## src/rtl/free_list_if.sv

```systemverilog
// Rename-stage free-list port bundle.
//
// Handshake: alloc_req is a request held by the rename stage; alloc_gnt is the
// combinational acknowledge. A tag is transferred (alloc_preg consumed) only at a
// rising clock edge where alloc_req && alloc_gnt. free_en, commit_en and flush are
// single-cycle strobes with no back-pressure; each is sampled at the rising edge.
//
// master : rename/commit logic (drives requests, sees grant, tag, status)
// slave  : free_list (drives grant, tag, status)
interface free_list_if #(
    parameter int PTAG_W = 6,
    parameter int CNT_W  = 5
);
    logic              alloc_req;
    logic              alloc_gnt;
    logic [PTAG_W-1:0] alloc_preg;
    logic              free_en;
    logic [PTAG_W-1:0] free_preg;
    logic              commit_en;
    logic              flush;
    logic [CNT_W-1:0]  free_count;
    logic              empty;
    logic              err;

    modport master (
        output alloc_req, free_en, free_preg, commit_en, flush,
        input  alloc_gnt, alloc_preg, free_count, empty, err
    );

    modport slave (
        input  alloc_req, free_en, free_preg, commit_en, flush,
        output alloc_gnt, alloc_preg, free_count, empty, err
    );
endinterface

```

## src/rtl/free_list.sv

```systemverilog
// free_list: circular FIFO of free physical register tags for the rename stage.
//
// Tags ARCH_REGS..PHYS_REGS-1 start in the list; tags below ARCH_REGS hold the
// reset architectural mappings. head is the allocation pointer, tail the return
// pointer, chead the committed-allocation pointer. A flush rewinds head to chead,
// reclaiming every uncommitted allocation in a single cycle.
//
// Ports:
//   clk         rising-edge clock
//   reset       asynchronous active-high reset
//   fl (slave)  alloc_req/alloc_gnt/alloc_preg, free_en/free_preg, commit_en,
//               flush, free_count, empty, err
//
// Optional build macro FREE_LIST_CHECK_EN: adds an in-list bitmap that detects
// double frees, out-of-range frees, frees while full and commits with nothing in
// flight. err is sticky until reset; an offending free is dropped. Without the
// macro err is tied low (full-drop and commit-ignore still apply).
module free_list #(
    parameter int ARCH_REGS = 32,
    parameter int PHYS_REGS = 48,
    parameter int PTAG_W    = 6,
    parameter int CNT_W     = 5
) (
    input logic        clk,
    input logic        reset,
    free_list_if.slave fl
);
    localparam int DEPTH = PHYS_REGS - ARCH_REGS;
    localparam int PTR_W = $clog2(DEPTH);

    logic [PTAG_W-1:0] fifo_q [DEPTH];
    logic [PTR_W-1:0]  head_q, head_d;
    logic [PTR_W-1:0]  tail_q, tail_d;
    logic [PTR_W-1:0]  chead_q, chead_d;
    logic [CNT_W-1:0]  free_count_q, free_count_d;
    logic [CNT_W-1:0]  inflight_q, inflight_d;

    logic full;
    logic is_empty;
    logic alloc_gnt;
    logic commit_ok;
    logic free_ok;

    assign full      = (free_count_q == CNT_W'(DEPTH));
    assign is_empty  = (free_count_q == '0);
    assign alloc_gnt = fl.alloc_req & ~is_empty & ~fl.flush;
    // A commit beyond the number of outstanding allocations is ignored.
    assign commit_ok = fl.commit_en & (inflight_q != '0);

`ifdef FREE_LIST_CHECK_EN
    logic [PHYS_REGS-1:0] in_list_q, in_list_d;
    logic                 err_q, err_d;
    logic                 free_in_range;
    logic                 free_dup;
    logic                 free_bad;

    assign free_in_range = (int'(fl.free_preg) < PHYS_REGS);
    assign free_dup      = free_in_range ? in_list_q[fl.free_preg] : 1'b0;
    assign free_bad      = fl.free_en & (full | ~free_in_range | free_dup);
    assign free_ok       = fl.free_en & ~free_bad;
    assign err_d         = err_q | free_bad | (fl.commit_en & (inflight_q == '0));

    always_comb begin
        in_list_d = in_list_q;
        if (alloc_gnt) in_list_d[fl.alloc_preg] = 1'b0;
        if (free_ok) in_list_d[fl.free_preg] = 1'b1;
        // Tags between the (post-commit) committed pointer and head go back in.
        if (fl.flush) begin
            for (int i = 0; i < DEPTH; i++) begin
                if (i < int'(inflight_q) - int'(commit_ok))
                    in_list_d[fifo_q[chead_d + PTR_W'(i)]] = 1'b1;
            end
        end
    end

    always_ff @(posedge clk or posedge reset) begin
        if (reset) begin
            for (int i = 0; i < PHYS_REGS; i++) in_list_q[i] <= (i >= ARCH_REGS);
            err_q <= 1'b0;
        end else begin
            in_list_q <= in_list_d;
            err_q     <= err_d;
        end
    end

    assign fl.err = err_q;
`else
    assign free_ok = fl.free_en & ~full;
    assign fl.err  = 1'b0;
`endif

    always_comb begin
        tail_d       = tail_q + PTR_W'(free_ok);
        chead_d      = chead_q + PTR_W'(commit_ok);
        head_d       = head_q;
        free_count_d = free_count_q;
        inflight_d   = inflight_q;
        if (fl.flush) begin
            // Commit in the same cycle is applied before the rewind.
            head_d       = chead_d;
            free_count_d = free_count_q + inflight_q - CNT_W'(commit_ok) + CNT_W'(free_ok);
            inflight_d   = '0;
        end else begin
            head_d       = head_q + PTR_W'(alloc_gnt);
            free_count_d = free_count_q + CNT_W'(free_ok) - CNT_W'(alloc_gnt);
            inflight_d   = inflight_q + CNT_W'(alloc_gnt) - CNT_W'(commit_ok);
        end
    end

    always_ff @(posedge clk or posedge reset) begin
        if (reset) begin
            for (int i = 0; i < DEPTH; i++) fifo_q[i] <= PTAG_W'(ARCH_REGS + i);
            head_q       <= '0;
            tail_q       <= '0;
            chead_q      <= '0;
            free_count_q <= CNT_W'(DEPTH);
            inflight_q   <= '0;
        end else begin
            if (free_ok) fifo_q[tail_q] <= fl.free_preg;
            head_q       <= head_d;
            tail_q       <= tail_d;
            chead_q      <= chead_d;
            free_count_q <= free_count_d;
            inflight_q   <= inflight_d;
        end
    end

    assign fl.alloc_gnt  = alloc_gnt;
    assign fl.alloc_preg = fifo_q[head_q];
    assign fl.free_count = free_count_q;
    assign fl.empty      = is_empty;
endmodule

```

## src/flat_wrapper.sv

```systemverilog
// flat-port wrapper written by rule: the top's interface ports become plain ports
module free_list_flat 
#(
    parameter int ARCH_REGS = 32,
    parameter int PHYS_REGS = 48,
    parameter int PTAG_W    = 6,
    parameter int CNT_W     = 5
)
  (clk, reset, fl_alloc_req, fl_free_en, fl_free_preg, fl_commit_en, fl_flush, fl_alloc_gnt, fl_alloc_preg, fl_free_count, fl_empty, fl_err);
  free_list_if #(.PTAG_W(PTAG_W), .CNT_W(CNT_W)) fl_i ();
  input logic clk;
  input logic reset;
  input wire logic [$bits(fl_i.alloc_req)-1:0] fl_alloc_req;
  input wire logic [$bits(fl_i.free_en)-1:0] fl_free_en;
  input wire logic [$bits(fl_i.free_preg)-1:0] fl_free_preg;
  input wire logic [$bits(fl_i.commit_en)-1:0] fl_commit_en;
  input wire logic [$bits(fl_i.flush)-1:0] fl_flush;
  output wire logic [$bits(fl_i.alloc_gnt)-1:0] fl_alloc_gnt;
  output wire logic [$bits(fl_i.alloc_preg)-1:0] fl_alloc_preg;
  output wire logic [$bits(fl_i.free_count)-1:0] fl_free_count;
  output wire logic [$bits(fl_i.empty)-1:0] fl_empty;
  output wire logic [$bits(fl_i.err)-1:0] fl_err;
  assign fl_i.alloc_req = fl_alloc_req;
  assign fl_i.free_en = fl_free_en;
  assign fl_i.free_preg = fl_free_preg;
  assign fl_i.commit_en = fl_commit_en;
  assign fl_i.flush = fl_flush;
  assign fl_alloc_gnt = fl_i.alloc_gnt;
  assign fl_alloc_preg = fl_i.alloc_preg;
  assign fl_free_count = fl_i.free_count;
  assign fl_empty = fl_i.empty;
  assign fl_err = fl_i.err;
  free_list #(.ARCH_REGS(ARCH_REGS), .PHYS_REGS(PHYS_REGS), .PTAG_W(PTAG_W), .CNT_W(CNT_W)) u_core (.clk(clk), .reset(reset), .fl(fl_i));
endmodule
```

## config.mk

```make
export PLATFORM = sky130hd
export DESIGN_NAME = free_list_flat
export DESIGN_NICKNAME = d
export VERILOG_FILES = /design/src/rtl/free_list_if.sv /design/src/rtl/free_list.sv /design/src/flat_wrapper.sv
export SDC_FILE = /design/constraint.sdc
export NUM_CORES = 1
export LEC_CHECK = 0
export CAP_MARGIN = 0
export CORE_MARGIN = 2
export CORE_UTILIZATION = 40
export CTS_CLUSTER_DIAMETER = 40
export DETAILED_ROUTE_END_ITERATION = 12
export MAX_ROUTING_LAYER = met4
export PLACE_DENSITY = 0.6
export RECOVER_POWER = 50
export SYNTH_ARGS = -nofsm -noshare
export SYNTH_HDL_FRONTEND = slang
export SYNTH_SLANG_ARGS = --single-unit
```

## constraint.sdc

```tcl
create_clock -name clk -period 4.6 [get_ports clk]
set_input_delay 0.92 -clock clk [delete_from_list [all_inputs] [get_ports clk]]
set_output_delay 0.92 -clock clk [all_outputs]
set_load 0.05 [all_outputs]
```

Yosys cells after proc, flatten, opt, wreduce, memory -nomap -nowiden
Index checks and enable logic that the tools add are counted.

Bits in registers: 118. Output and inout bits: 14.

$add $sub $neg: 10. Order comparisons: 3. Eq/ne operators: 1. Muxes and demuxes: 9. Bitwise operators: 9. Reductions and logical operators: 3.

Operator list (number): $bwmux 96 (1); $bmux 6 s4 (1); $demux 6 s4 (1); $mux 6 (3); $add 5x1->5 (3); $sub 5x1->5 (3); $add 4x1->4 (3); $ge 5x5->1 const B (2); $mux 5 (2); $not 4->5 (2); $add 5x5->5 (1); $eq 5x5->1 const B (1); $logic_not 5->1 (1); $lt 5x1->1 const B (1); $reduce_bool 5->1 (1); $and 1x1->1 (4); $mux 4 (1); $not 1->1 (3); $logic_and 1x1->1 (1).

Depth between registers and ports, before layout
Gate-level depths: netlist of the first run.

Depth in word-level cells: 7. Mapped depth: 15. Depth with buffers taken out: 15.

Worst setup path before layout of the first run
No wires, ideal clock.

Path kind: reg-to-reg. Start point: register u_core.free_count_q[3] (netlist: u_core.fl.free_count[3]). End point: register u_core.free_count_q[4] (netlist: u_core.fl.free_count[4]). Arrival time: 4723 ps. Path slack: -212 ps. Stages on the path, launching flop included: 16. Period minus slack after synthesis: 4812 ps. Cell sequence: dfrtp_1 > inv_1 > ha_1 > nor4b_1 > or3b_2 > inv_1 > ha_1 > inv_1 > ha_1 > inv_1 > fa_1 > nand2b_1 > a21oi_1 > xnor2_1 > mux2i_1 > xnor2_1.

Cells in the longest elaborated chain, start to end: 6. Elaborated cells between the ends (all ways): 13. Those cells by class: add/sub (5); eq/ne (1); mux (1); bitwise (5); reduce/logical (1).

RTL lines: start: declaration (RTL line free_list.sv:35) `logic [CNT_W-1:0] free_count_q, free_count_d;`; start signal: assignment (RTL line free_list.sv:116) `free_count_q <= CNT_W'(DEPTH);`; start signal: assignment (RTL line free_list.sv:123) `free_count_q <= free_count_d;`; $logic_not 5->1 (RTL line free_list.sv:45) `assign is_empty = (free_count_q == '0);`; via fl_empty (RTL line flat_wrapper.sv:21) `output wire logic [$bits(fl_i.empty)-1:0] fl_empty;`; $not 1->1 (RTL line free_list.sv:46) `assign alloc_gnt = fl.alloc_req & ~is_empty & ~fl.flush;`; $and 1x1->1 (2 in series) (RTL line free_list.sv:46); via fl_alloc_gnt (RTL line flat_wrapper.sv:18) `output wire logic [$bits(fl_i.alloc_gnt)-1:0] fl_alloc_gnt;`; $sub 5x1->5 (RTL line free_list.sv:105) `free_count_d = free_count_q + CNT_W'(free_ok) - CNT_W'(alloc_gnt);`; $mux 5 (RTL line free_list.sv:98) `if (fl.flush) begin`; via u_core.free_count_d[4] (RTL line free_list.sv:35).

The timed path passes the listed nets, and every way through them passes these cells. A chain may end at the register's enable or synchronous reset.

Worst setup path after layout of the first run
Start point: register u_core.head_q[0]. End point: output port fl_alloc_preg[0].

Cells in the longest elaborated chain, start to end: 4.

RTL lines: start: declaration (RTL line free_list.sv:32) `logic [PTR_W-1:0] head_q, head_d;`; start signal: assignment (RTL line free_list.sv:113) `head_q <= '0;`; start signal: assignment (RTL line free_list.sv:120) `head_q <= head_d;`; $not 4->5 (not written as such) (RTL line free_list.sv:129) `assign fl.alloc_preg = fifo_q[head_q];`; $bmux 6 s4 (RTL line free_list.sv:129); $mux 6 (not written as such) (2 in series) (RTL line free_list.sv:129); end: declaration (RTL line flat_wrapper.sv:19) `output wire logic [$bits(fl_i.alloc_preg)-1:0] fl_alloc_preg;`.

Every way passes these cells. The select of a mux whose other input is x is not followed.

==> results of run 1 <==
## cell usage after synthesis, drive strengths merged (2+ instances only)
cell type	number	area, sq um
a21o	3	22.5
a21oi	10	50.1
a22oi	12	90.1
buf	8	52.5
clkbuf	9	33.8
dfrtp	69	1730
dfstp	49	1290
fa	4	80.1
ha	25	313
inv	25	93.8
mux2	99	1110
mux2i	2	20.0
mux4	24	541
nand2	18	75.1
nand2b	3	18.8
nand3	4	20.0
nand3b	2	15.0
nor2	18	128
nor2b	6	37.5
nor3b	2	15.0
o21ai	3	15.0
or3	2	17.5
xnor2	9	78.8
xor2	7	61.3
## per-layer routing
metal  GRT usage [%]  vias up
met2            25.0       36
li1                -     1575
met1            21.4     1754
met3            4.89       12
met4            5.62        0
met5               -        -
## worst register-to-register path, cell delays in order (launching register included)
cell and delay (ns):
dfrtp_1 0.39, inv_1 0.10, ha_1 0.20, nor4b_2 0.18, or3b_2 0.47, ha_1 0.29
inv_1 0.04, ha_1 0.19, fa_1 0.40, a21oi_1 0.20, nor2_1 0.07, or3_1 0.35
a21oi_1 0.16
## power breakdown
group | leakage [nW] | switching, mW | internal, mW
registers | 1.36 | 0.324 | 1.69
clock network | 0.288 | 0.479 | 0.878
logic | 1.30 | 1.27 | 1.28
## stage by stage
step | hold slack (ns) | utilization (%) | instance area, sq um
floorplan | 0.444 | - | 5980
global placement | 0.459 | 44.1 | 6410
detailed placement | 0.473 | 44.1 | 6410
CTS | 0.488 | 48.3 | 7020
global route | 0.515 | 48.3 | 7020
finish | 0.486 | 48.3 | 7020
## cell families after synthesis
logic type / count (synthesis) / synth area share (%)
flip-flops: 118 / 50.5
buffers and inverters: 42 / 3.02
XOR/XNOR: 16 / 2.35
AND/OR/NAND/NOR: 62 / 6.37
multiplexers: 125 / 28.1
other: 1 / 0.0628
AO/OA/AOI/OAI: 29 / 3.08
adder cells (fa/ha/maj): 29 / 6.58
## registers in the layout, indices dropped and copies added (netlist names)
register and cells:
u_core.fifo_q 96, u_core.inflight_q 5, u_core.head_q 4, u_core.chead_q 4, u_core.fl.free_count 5, u_core.tail_q 4
## cell type report
type / count / share of cell area, %
tap: 184 / 3.28
timing repair buffer: 29 / 4.10
inverter: 25 / 1.36
clock inverter: 12 / 2.18
sequential: 118 / 43.0
multi-input combinational: 262 / 39.6
clock buffer: 20 / 6.51
## worst min-delay path by stage
| stage | depth (start not counted) | start | end | slack, ns |
|---|---|---|---|---|
| floorplan | 1 | u_core.chead_q[3]$_DFF_PP0_ | u_core.chead_q[3]$_DFF_PP0_ | 0.44 |
| global route | 1 | u_core.chead_q[3]$_DFF_PP0_ | u_core.chead_q[3]$_DFF_PP0_ | 0.52 |
| CTS | 1 | u_core.chead_q[3]$_DFF_PP0_ | u_core.chead_q[3]$_DFF_PP0_ | 0.49 |
| global placement | 1 | u_core.chead_q[3]$_DFF_PP0_ | u_core.chead_q[3]$_DFF_PP0_ | 0.46 |
| detailed placement | 1 | u_core.chead_q[3]$_DFF_PP0_ | u_core.chead_q[3]$_DFF_PP0_ | 0.47 |
| finish | 1 | u_core.chead_q[3]$_DFF_PP0_ | u_core.chead_q[3]$_DFF_PP0_ | 0.49 |
==> results.yml, run 1 <==
run_status:
  outcome: "finished with violations"
  violations: "capacitance limit, slew limit"
floorplan:
  die_h_um: 126
  fp.dieW_um: 126
  start_util_pct: 41.1
  rows: 44
  pin_count: 26
  core_area_sq_um: 14500
  die-area_sq_um: 15900
drt:
  drt_iter0_drc: 191
  drt_pre_antenna_iters: 4
  drc: 0
  met1_length_um: 5530
  routed_wl_um: 11600
  dr_wl_met2_um: 5650
  viasPerCell: 5.20
  wl_met3_um: 295
  num_vias: 3377
  ant_nets: 0
  highest_layer: "met4"
  routedWlPerCell_um: 17.9
cells_and_area:
  drive_above_1_share_pct: 47.4
  mostFrequentLayoutCells: "97 x mux2_2, 69 x dfrtp_1, 49 x dfstp_2, 25 x ha_1"
  num-fill-cells: 1296
  layout.cells.most_common: "mux2_2"
  multiInputGateArea_sq_um: 2780
  fin_nets: 494
  syn_to_final_growth_pct: 17.5
  insertedDiodeCount: 0
  regArea_sq_um: 3010
  final_cells: 650
setup_path:
  crit_end: "fl_alloc_preg[0]"
  endpoint_kind: "output pin"
  slowest_delay_ns: 0.73
  r2r_setup_slack_ns: 1.48
  r2r_end: "u_core.inflight_q[4]$_DFF_PP0_"
  cp.required_ns: 3.68
  cp.depth: 5
  critical_path.cell_chain: "buf_4 -> mux4_2 -> a22oi_1 -> nand2_1 -> clkdlybuf4s50_1"
  r2r-start: "u_core.fl.free_count[3]$_DFF_PP0_"
  critPathMaxFanout: 24
  cp_num_buf_inv: 2
  reg2reg_depth: 12
  crit_arrival_ns: 2.97
  cp_top_family: "buffers and inverters"
  cp_slowest_cell: "clkdlybuf4s50_1"
  critPathKind: "register to output pin"
  startpoint_type: "register"
  startpoint: "u_core.head_q[0]$_DFF_PP0_"
global_route:
  grt_usage_pct: 16.5
  grt.overflow.total: 0
  grt_max_degree: 63
  grt_pass1_vias: 3597
  antenna_found_initial: 0
  grt_pass1_wl_um: 19400
sta:
  fin_crit_sh_pct: 84.5
  finalSetupViolations: 0
  final_max_slew_viol_count: 62
  skew_ns: 0.00908
  clock.fmax_mhz: 257
  maxSlewHeadroom_pct: -89.2
  period_needed_ns: 3.89
  hold_viol_final: 0
  fin_setup_tns_ns: 0
  fin_ws_ns: 0.711
  rsz0062_at_grt: "no"
  worst_pin_slew_ns: 2.82
clocking:
  clock_latency_ns: 0.42
  clockRootBuffer: "clkbuf_16"
  h-tree-depth: 4
  cts_resized: 0
  cts.clk_slew.worst_paths_ns: 0.06
  postCtsSetupBuffers: 0
  tritoncts: "done"
  clock-sinks: 118
  hold_buffers: 0
  max-clock-path-buffers: 2
  numCtsBuffers: 17
yosys:
  ys_ff_latch: 118
  syn-instance-count: 422
  synthesis.nets: 463
  synthFlopType: "dfrtp_1"
  ys_async_sr_fraction_pct: 100
  synth_edf_count: 0
  yosys_warnings: 0
  synth_area_sq_um: 5970
  ys_seq_area_share_pct: 50.5
  synth_area_per_cell_sq_um: 14.1
  ys_types: 41
power:
  ir_drop_uv: 314
  powerDensity_nw_per_um2: 845
  leakage_nw: 2.95
  p_total_mw: 5.93
flow_run:
  maxCapViolCount: 1
placement:
  place.gp.congestion: 0.752
  place_hpwl_um: 8030
  port_buffers: 24
  dp_cells: 618
  place_ws_ns: 0.942
worst_hold_path:
  hold_class: "register to register"
Power figures use the tool's default switching activity.
==> inputs of run 2 (changes only) <==
Clock period 4.6 ns to 3.7 ns, I/O delays scaled along.
==> run 2 against run 1 <==
The run still ends with capacitance limit, slew limit left. Register-to-register slack got worse by 0.81 ns. Via count rose by 1.6%. Non-clock buffer count rose by 1. First-iteration DRC count fell by 43%. Power rose by 27%. Critical path type unchanged. Critical endpoint unchanged. Largest power group unchanged.
==> results.yml, run 2 (synthesized netlist as in run 1, its figures left out) <==
floorplan:
  die-area_sq_um: 15900
  core_area_sq_um: 14500
  rows: 44
  fp.dieW_um: 126
  start_util_pct: 41.1
  pin_count: 26
  die_h_um: 126
setup_path:
  cp_slowest_cell: "clkdlybuf4s50_1"
  startpoint_type: "register"
  cp_num_buf_inv: 2
  r2r-start: "u_core.fl.free_count[2]$_DFF_PP0_"
  cp_top_family: "buffers and inverters"
  critical_path.cell_chain: "buf_12 -> mux4_2 -> a22oi_1 -> nand2_1 -> clkdlybuf4s50_1"
  crit_arrival_ns: 2.73
  slowest_delay_ns: 0.70
  cp.required_ns: 2.96
  r2r_end: "u_core.inflight_q[4]$_DFF_PP0_"
  reg2reg_depth: 12
  r2r_setup_slack_ns: 0.67
  endpoint_kind: "output pin"
  critPathMaxFanout: 24
  critPathKind: "register to output pin"
power:
  p_comb_share_pct: 42.6
  swShare_pct: 34.7
  p_sw_mw: 2.62
  leakage_nw: 2.99
  p_total_mw: 7.56
  powerDensity_nw_per_um2: 1060
  pwr-share-seq_pct: 33.0
  internal_power_mw: 4.94
  power.share.clock_pct: 24.3
  ir_drop_uv: 424
sta:
  clock.fmax_mhz: 288
  maxSlewHeadroom_pct: -1.18
  final_max_slew_viol_count: 30
  period_needed_ns: 3.47
  fin_crit_sh_pct: 93.8
  worst_pin_slew_ns: 1.52
  hold_viol_final: 0
  skew_ns: 0.00476
  rsz0062_at_grt: "no"
  finalSetupViolations: 0
  worst_hold_slack_ns: 0.470
drt:
  routed_wl_um: 12100
  num_vias: 3431
  drt_pre_antenna_iters: 4
  drt_iter0_drc: 108
  drc: 0
  viasPerCell: 5.27
  ant_nets: 0
  routedWlPerCell_um: 18.5
run_status:
  violations: "capacitance limit, slew limit"
  outcome: "finished with violations"
worst_hold_path:
  min_to: "u_core.chead_q[3]$_DFF_PP0_"
  hold_path_depth: 1
  hp-start: "u_core.chead_q[3]$_DFF_PP0_"
  hold_class: "register to register"
cells_and_area:
  layout.cells.most_common: "mux2_2"
  regMostFlops: "u_core.fifo_q"
  num-fill-cells: 1280
  fin_util_pct: 48.9
  mostFrequentLayoutCells: "97 x mux2_2, 69 x dfrtp_1, 49 x dfstp_2, 25 x ha_1"
  largest_reg_flops: 96
  insertedDiodeCount: 0
  fin_area_sq_um: 7100
  fin_nets: 495
  syn_to_final_growth_pct: 19.0
  drive_above_1_share_pct: 47.8
clocking:
  numCtsBuffers: 17
  hold_buffers: 0
  clock_latency_ns: 0.42
  cts_resized: 0
  h-tree-depth: 4
  max-clock-path-buffers: 2
  tritoncts: "done"
  clock-sinks: 118
  postCtsSetupBuffers: 0
  clockRootBuffer: "clkbuf_16"
  cts.clk_slew.worst_paths_ns: 0.06
global_route:
  antenna_found_initial: 0
  grt_pass1_vias: 3659
  grt_pass1_wl_um: 19800
  grt_max_degree: 63
  grt.overflow.total: 0
  grt_usage_pct: 17.0
placement:
  port_buffers: 24
  place_hpwl_um: 8120
  place_area_sq_um: 6460
  place.gp.congestion: 0.790
flow_run:
  maxCapViolCount: 1
run 2: cell types whose count changed in the layout (fill, tap and decap cells not counted), moves of 2 or more:
cell | before | now
clkinv_2 | 3 | 0
buf_4 | 5 | 3
clkinv_4 | 2 | 5
buf_12 | 1 | 3
bufinv_16 | 3 | 5
run 2: stage by stage:
| stage | setup slack [ns] | cells | TNS, ns |
|---|---|---|---|
| floorplan | -0.0155 | 422 | -0.0155 |
| global placement | 0.318 | 619 | 0 |
| detailed placement | 0.265 | 619 | 0 |
| CTS | 0.197 | 651 | 0 |
| global route | 0.105 | 651 | 0 |
| finish | 0.228 | 651 | 0 |
run 2: cell type report:
| class | count | area, sq um | share of cell area (%) |
|---|---|---|---|
| flip-flops and latches | 118 | 3010 | 42.4 |
| multi-input cells | 262 | 2790 | 39.3 |
| clock buffers | 18 | 439 | 6.18 |
| repair buffers | 30 | 312 | 4.39 |
| well taps | 184 | 230 | 3.24 |
| clock inverters | 14 | 225 | 3.17 |
| inverters | 25 | 95.1 | 1.34 |
run 2: worst max path at each step:
stage | startpoint | endpoint | slack [ns] | cells after the start
after floorplan | u_core.fl.free_count[2]$_DFF_PP0_ | u_core.fl.free_count[4]$_DFF_PP1_ | -0.02 | 15
after global placement | fl_flush | u_core.fl.free_count[4]$_DFF_PP1_ | 0.32 | 13
after detailed placement | fl_flush | u_core.fl.free_count[4]$_DFF_PP1_ | 0.27 | 13
after CTS | u_core.head_q[0]$_DFF_PP0_ | fl_alloc_preg[2] | 0.20 | 5
after global routing | reset | u_core.fifo_q[28]$_DFFE_PP0P_ | 0.11 | 3
final | u_core.head_q[0]$_DFF_PP0_ | fl_alloc_preg[0] | 0.23 | 5
run 2: layer usage:
metal | wire (um) | GRT usage (%) | share of wire [%]
met5 | 0 | - | 0
met4 | 215 | 5.95 | 1.8
met3 | 302 | 4.84 | 2.5
met2 | 5740 | 25.9 | 48
met1 | 5800 | 21.9 | 48
run 2: power groups by stage:
stage	Combinational [mW]	Clock, mW	Sequential (mW)
2_1_floorplan	2.48	0	2.47
5_1_grt	3.51	1.94	2.58
6_report	3.22	1.84	2.50
3_3_place_gp	3.20	0	2.48
3_5_place_dp	3.26	0	2.52
4_1_cts	3.27	1.87	2.50
==> patch (settings of run 1) <==
`PHYS_REGS` is set to 48 in 2 places; all go to 96.
--- a/src/rtl/free_list.sv
+++ b/src/rtl/free_list.sv
@@ -17,7 +17,7 @@
 // macro err is tied low (full-drop and commit-ignore still apply).
 module free_list #(
     parameter int ARCH_REGS = 32,
-    parameter int PHYS_REGS = 48,
+    parameter int PHYS_REGS = 96,
     parameter int PTAG_W    = 6,
     parameter int CNT_W     = 5
 ) (
--- a/src/flat_wrapper.sv
+++ b/src/flat_wrapper.sv
@@ -2,7 +2,7 @@
 module free_list_flat 
 #(
     parameter int ARCH_REGS = 32,
-    parameter int PHYS_REGS = 48,
+    parameter int PHYS_REGS = 96,
     parameter int PTAG_W    = 6,
     parameter int CNT_W     = 5
 )
Function: changed (Yosys sat finds a counterexample within 4 cycles, from zero or initial values and one cycle with reset high).
==> patch against run 1 <==
The flow still finishes with violations (capacitance limit, slew limit); core utilization decreased by 1.2 points; total power increased to 2.9 times the old value; final area increased to 3.3 times the old value; area after synthesis increased to 3.3 times the old value; critical path depth increased by 2; via count increased to 3.5 times the old value; largest cell class unchanged; clock skew increased by 0.011 ns; setup slack got worse by 0.35 ns; wire length increased to 4.3 times the old value; final cell count increased to 3.3 times the old value; combinational power increased by 130%; sequential cell count increased by 294.
==> patch: results (changes against run 1) <==
- Worst r2r dst: u_core.fl.free_count[4]
- Worst path top cell family by delay: compound AO/OA/AOI/OAI gates
- CTS Buffer Depth: 3 (+1)
- Multiplexer share of the synthesized area: 32.5% (+4.4 points)
- Total GRT Usage: 20.8% (+4.3 points)
- Placed Cells: 2,016 (+230%)
- Crit-path slowest cell: dfrtp_2
- Vias in the first global route: 12,400 (+250%)
- Max VDD drop: 0.000525 V (+67%)
- Outcome: finished with violations
- DRT iter0 DRCs: 925 (+380%)
- Final Power: 16.9 mW (+190%)
- Layout net count: 1,462 (+200%)
- Routability cong.: 0.885 (+18%)
- Worst Skew: 0.0196 ns (+0.0105 ns)
- Clock network power: 5.24 mW (+290%)
- H-Tree Depth: 3 (-1)
- P_leak: 10.0 nW (+240%)
- Sequential area share after synthesis: 53.2% (+2.7 points)
- Worst-Margin Slew: 2.18 ns (-0.640 ns)
- Mapped Nets: 1,436 (+210%)
- Reg2Reg Depth: 16 (+4)
- Via-to-Cell Ratio: 5.48 (+5.5%)
- Failing checks: capacitance limit, slew limit
- HPWL after DPL: 32,200 um (+300%)
- CP startpoint: u_core.head_q[1]
- Hold Path Origin: u_core.chead_q[5]
- First-pass GRT wire length: 78,200 um (+300%)
- Maxcap violations: 2 (+1)
- Sequential Power: 5.93 mW (+190%)
- Final Max Slew Viols: 85 (+37%)
- Max reg flops: 384 (+300%)
- Post-route minimum period: 4.24 ns (+0.350 ns)
- Synth top area cells: dfrtp_1 28%, dfstp_2 25%, mux2_2 23%
==> patch: cell count changes after synthesis, moves of 12 or more <==
cell | run 1 | this run
a211oi_1 | 0 | 12
a221oi_1 | 0 | 24
a22oi_1 | 12 | 0
clkbuf_1 | 9 | 62
dfrtp_1 | 69 | 220
dfstp_2 | 49 | 192
mux2_2 | 97 | 405
mux2i_1 | 2 | 80
mux4_2 | 24 | 48
nand2_1 | 15 | 32
nor2_1 | 10 | 47
o21ai_0 | 3 | 29
o22ai_1 | 0 | 12
==> patch: area by class of cell <==
| class | instances | area (um^2) |
|---|---|---|
| fill | 4339 | 25900 |
| timing repair buffer | 57 | 517 |
| inverter | 29 | 110 |
| clock inverter | 42 | 537 |
| tap | 664 | 831 |
| sequential | 412 | 10600 |
| multi-input combinational | 854 | 8680 |
| clock buffer | 82 | 1810 |
==> patch: layer usage <==
metal	part of all wire [%]	track usage, %	wire [um]
met5	0	-	0
met4	2.2	6.85	1120
met3	5.0	3.94	2470
met2	47	31.5	23300
met1	46	28.2	22700
